===== src/rtl/rc_pkg.sv =====
// Shared types and defaults for the reload counter family.
// Step direction decoding used by the top-level step decoder.
package rc_pkg;

    localparam int RC_WIDTH_DEFAULT = 4;

    typedef enum logic [1:0] {
        STEP_NONE,
        STEP_UP,
        STEP_DOWN
    } step_e;

    // Opposing requests cancel; only an unambiguous request produces a step.
    function automatic step_e decode_step(input logic inc, input logic dec);
        step_e dir;
        dir = STEP_NONE;
        if (inc && !dec) begin
            dir = STEP_UP;
        end else if (dec && !inc) begin
            dir = STEP_DOWN;
        end
        return dir;
    endfunction

endpackage


===== src/rtl/rc_prescaler.sv =====
// Prescaler: emits tick once every PRESCALE cycles of continuous run.
// Latency: tick is combinational from run and the registered phase count.
// Backpressure: none; dropping run or asserting clear restarts the phase at 0.
module rc_prescaler #(
    parameter int PRESCALE = 1
) (
    input  logic clock,
    input  logic reset_n,
    input  logic clear,
    input  logic run,
    output logic tick
);

    generate
        if (PRESCALE == 1) begin : g_bypass
            logic unused_inputs;
            assign unused_inputs = &{1'b0, clock, reset_n, clear};
            assign tick = run;
        end else begin : g_count
            localparam int CW = $clog2(PRESCALE);
            localparam logic [CW-1:0] LAST = CW'(PRESCALE - 1);

            logic [CW-1:0] phase;

            always_ff @(posedge clock) begin
                if (!reset_n || clear || !run) begin
                    phase <= '0;
                end else if (phase == LAST) begin
                    phase <= '0;
                end else begin
                    phase <= phase + 1'b1;
                end
            end

            assign tick = run && (phase == LAST);
        end
    endgenerate

endmodule


===== src/rtl/reload_counter.sv =====
// Loadable up/down timer counter with reload register, wrap/saturate and tc/ovf pulses.
// Latency: count/tc/ovf update one edge after latch or step; zero decodes the count register.
// Backpressure: none; held inc/dec advance through the prescaler, latch and reset take priority.
module reload_counter
    import rc_pkg::*;
#(
    parameter int WIDTH    = RC_WIDTH_DEFAULT,
    parameter int PRESCALE = 1
) (
    input  logic             clock,
    input  logic             reset_n,
    input  logic [WIDTH-1:0] in,
    input  logic             latch,
    input  logic             dec,
    input  logic             inc,
    input  logic             auto_reload,
    input  logic             saturate,
    output logic [WIDTH-1:0] count,
    output logic             zero,
    output logic             tc,
    output logic             ovf
);

    localparam logic [WIDTH-1:0] MAX = {WIDTH{1'b1}};
    localparam logic [WIDTH-1:0] ONE = {{(WIDTH-1){1'b0}}, 1'b1};

    step_e            step_dir;
    logic             step_req;
    logic             tick;
    logic [WIDTH-1:0] reload;
    logic [WIDTH-1:0] count_nxt;
    logic             tc_nxt;
    logic             ovf_nxt;

    assign step_dir = decode_step(inc, dec);
    assign step_req = (step_dir != STEP_NONE);

    rc_prescaler #(
        .PRESCALE(PRESCALE)
    ) u_prescaler (
        .clock  (clock),
        .reset_n(reset_n),
        .clear  (latch),
        .run    (step_req),
        .tick   (tick)
    );

    always_comb begin
        count_nxt = count;
        tc_nxt    = 1'b0;
        ovf_nxt   = 1'b0;
        if (tick) begin
            case (step_dir)
                STEP_DOWN: begin
                    if (count == '0) begin
                        // Periodic mode reloads and flags tc even when reload is 0.
                        if (auto_reload) begin
                            count_nxt = reload;
                            tc_nxt    = 1'b1;
                        end else if (!saturate) begin
                            count_nxt = MAX;
                        end
                    end else begin
                        count_nxt = count - ONE;
                        tc_nxt    = (count == ONE);
                    end
                end
                STEP_UP: begin
                    if (count == MAX) begin
                        if (!saturate) begin
                            count_nxt = '0;
                            ovf_nxt   = 1'b1;
                        end
                    end else begin
                        count_nxt = count + ONE;
                    end
                end
                default: begin
                end
            endcase
        end
    end

    always_ff @(posedge clock) begin
        if (!reset_n) begin
            count  <= '0;
            reload <= '0;
            tc     <= 1'b0;
            ovf    <= 1'b0;
        end else if (latch) begin
            count  <= in;
            reload <= in;
            tc     <= 1'b0;
            ovf    <= 1'b0;
        end else begin
            count  <= count_nxt;
            tc     <= tc_nxt;
            ovf    <= ovf_nxt;
        end
    end

    assign zero = (count == '0);

endmodule


===== config.mk =====
export PLATFORM = sky130hd
export DESIGN_NAME = reload_counter
export DESIGN_NICKNAME = d
export VERILOG_FILES = /design/src/rtl/rc_pkg.sv /design/src/rtl/rc_prescaler.sv /design/src/rtl/reload_counter.sv
export SDC_FILE = /design/constraint.sdc
export NUM_CORES = 1
export LEC_CHECK = 0
export BUFFER_PORTS_ARGS = -buffer_cell sky130_fd_sc_hd__buf_2
export CAP_MARGIN = 20
export CORE_ASPECT_RATIO = 1.25
export CORE_MARGIN = 2
export CORE_UTILIZATION = 37
export DETAILED_ROUTE_END_ITERATION = 7
export GPL_TIMING_DRIVEN = 0
export PLACE_DENSITY = 0.7
export SYNTH_ARGS = -nofsm -noshare
export SYNTH_HDL_FRONTEND = slang
export SYNTH_SLANG_ARGS = --single-unit

===== constraint.sdc =====
create_clock -name clock -period 5.31 [get_ports clock]
set_clock_uncertainty 0.05 [all_clocks]
set_input_delay 0.531 -clock clock [delete_from_list [all_inputs] [get_ports clock]]
set_output_delay 0.531 -clock clock [all_outputs]
set_load 0.01 [all_outputs]

==> results.ini <==
[global_routing]
grt_pass1_vias = 594
grt_usage_pct = 15.72
grt_pass1_wl_um = 2504
grt_start_max_net_pins = 11
antenna_found_initial = 0
grt_overflow = 0

[setup_path]
crit_end = count[3]
startpoint_type = flop
end_kind = flop
crit_arrival_ns = 2.38
rrSetupSlack_ns = 3.07
reg2reg_depth = 7
worst_r2r_endpoint = count[3]
cp-startpoint = count[0]
crit_required_ns = 5.45
crit_fanout = 9
path_class = reg2reg
regToRegStartpoint = count[0]

[synthesis]
ys_seq_elements = 10
synth_nets = 101
synth-xor-area-share_pct = 0
syn-instance-count = 84
synth_cell_types = 29
yosys_warnings = 0
synthMuxAreaShare_pct = 2.985
synth_fa_ha_area_share_pct = 11.19
synth_compound_area_share_pct = 24.25
syn_area_um2 = 670.6
synth_top_family_by_area = compound AO/OA/AOI/OAI gates
avgSynthCellArea_um2 = 7.984
synth-simple-area-share_pct = 23.13
yosysSeqAreaShare_pct = 29.85

[clock_network]
cts_hold_buffers = 0
cts_tree = done
cts-buffers-inserted = 3
insertion_delay_ns = 0.27
post_cts_buffers = 0
clock_sinks = 10
cts.htree.levels = 1
clockBufferDepth = 2
cts_resized = 0
root_buffer = clkbuf_4
clk_pin_slew_ns = 0.07

[route]
vias = 658
drc_errors = 0
wl_per_cell_um = 12.62
dr.first_iter.drc_count = 12
ant_nets = 0
firstDrtPassIters = 4
totalWireLength_um = 1540
routed_via_density = 5.393

[die]
die_area_um2 = 2171
die_w_um = 42.08
pin_count = 18
start_util_pct = 38.45
die_h_um = 51.60
coreArea_um2 = 1744
rows = 17

[final_layout]
fin_util_pct = 45.70
mostFrequentLayoutCell = buf_2
n_fill_cell = 183
nNetsFinal = 122
multi_input_area_um2 = 412.9
area_delta_synth_final_pct = 18.84
regArea_um2 = 200.2
drive_above_1_share_pct = 23.30
layout_common_cells = buf_2 (17), nand2_1 (10), dfxtp_1 (10), nor2_1 (8), inv_1 (7)
diodes = 0

[placement]
port-buffer-count = 16
hpwl_um = 1108
place_congestion = 0.7604

[worst_hold_path]
min_path_type = reg2reg

[timing]
setup_viol = 0
max-slew-margin-rel_pct = 54.96
fmax_mhz = 445.5
rsz0062_at_grt = false
tns_ns = 0
worst_slew_pin_slew_ns = 0.6725
maxSlewViolCount = 0
fin_crit_ns = 2.245
hold_viol = 0
timing.final.crit_share_pct = 42.28

[outcome]
status = finished clean

[run]
timing.max_cap.violations = 0

[pwr]
p_per_area_nw_per_um2 = 253.9
p_leak_nw = 0.3773
vdd_drop_max_uv = 100.6

registers in the layout, summed over array words and instances, names as in the netlist:
name	count
count	4
ovf	1
reload	4
tc	1
layer usage:
metal / share of wire [%] / vias to the layer above / track usage, %
met5: 0 / - / 0
met4: 1.4 / 0 / 9.375
met3: 1.9 / 3 / 3.125
met2: 50 / 10 / 27.86
met1: 46 / 301 / 17.27
li1: - / 344 / -
Yosys cell counts:
cell type / instances / area, um^2
a311oi_1: 1 / 8.760
o21ai_0: 4 / 20.02
o21a_1: 1 / 7.510
a21o_1: 1 / 7.510
o22ai_1: 1 / 6.260
mux2i_1: 2 / 20.02
nand4_1: 3 / 18.77
a211oi_1: 4 / 30.03
a31oi_1: 4 / 25.02
o21bai_1: 1 / 7.510
nor2_1: 8 / 30.03
inv_1: 7 / 26.28
nor3_1: 1 / 5.000
o32ai_1: 1 / 8.760
a221oi_1: 1 / 8.760
o21ai_1: 1 / 5.000
buf_2: 1 / 5.000
buf_4: 2 / 15.01
nor4b_1: 1 / 8.760
nand2b_1: 3 / 18.77
nand2_1: 10 / 37.54
a21oi_1: 4 / 20.02
buf_6: 1 / 11.26
ha_1: 6 / 75.07
or3b_4: 1 / 11.26
o211ai_1: 1 / 7.510
nor3b_1: 2 / 15.01
dfxtp_1: 10 / 200.2
or4b_1: 1 / 10.01
logic make-up after synthesis:
logic type               count (synthesis)
AND/OR/NAND/NOR                         30
AO/OA/AOI/OAI                           25
buffers and inverters                   11
flip-flops                              10
adder cells (fa/ha/maj)                  6
multiplexers                             2
report_power, final:
| part | internal (mW) | switching (mW) | total (mW) |
|---|---|---|---|
| combinational | 0.0291 | 0.0349 | 0.0639 |
| clock | 0.0262 | 0.0266 | 0.0528 |
| sequential | 0.0803 | 0.00527 | 0.0856 |
| total | 0.136 | 0.0667 | 0.202 |
worst max-delay path, stage by stage (launching register included):
cell and delay, ns:
dfxtp_1 0.48, inv_1 0.10, ha_1 0.26, or3b_4 0.29, o21ai_1 0.08, a31oi_1 0.54
o211ai_1 0.17, o22ai_1 0.18
cell type report:
cell class | count | share of cell area [%]
buffer | 4 | 3.925
sequential | 10 | 25.12
inverter | 7 | 3.297
timing repair buffer | 16 | 10.05
clock buffer | 3 | 2.826
multi-input combinational | 63 | 51.81
tap | 19 | 2.983
worst min-delay path by stage:
stage               from  cells after the start  slack (ns)         to
2_1_floorplan  reload[0]                      2        0.38  reload[0]
3_3_place_gp   reload[0]                      2        0.39  reload[0]
3_5_place_dp   reload[0]                      2        0.40  reload[0]
4_1_cts        reload[0]                      2        0.41  reload[0]
5_1_grt        reload[0]                      2        0.44  reload[0]
6_report       reload[0]                      2        0.41  reload[0]
stage by stage:
| stage | cell area, um^2 | hold WS [ns] | worst slack [ns] | cells | total power, mW |
|---|---|---|---|---|---|
| finish | 797.0 | 0.4055 | 3.065 | 122 | 0.2023 |
| global route | 797.0 | 0.4365 | 2.837 | 122 | 0.2165 |
| CTS | 797.0 | 0.4074 | 3.079 | 122 | 0.2046 |
| detailed placement | 774.5 | 0.3962 | 3.009 | 119 | 0.1511 |
| global placement | 774.5 | 0.3891 | 3.023 | 119 | 0.1500 |
| floorplan | 670.6 | 0.3813 | 3.374 | 84 | 0.1318 |
No activity file was read; power rests on OpenSTA's default activity.
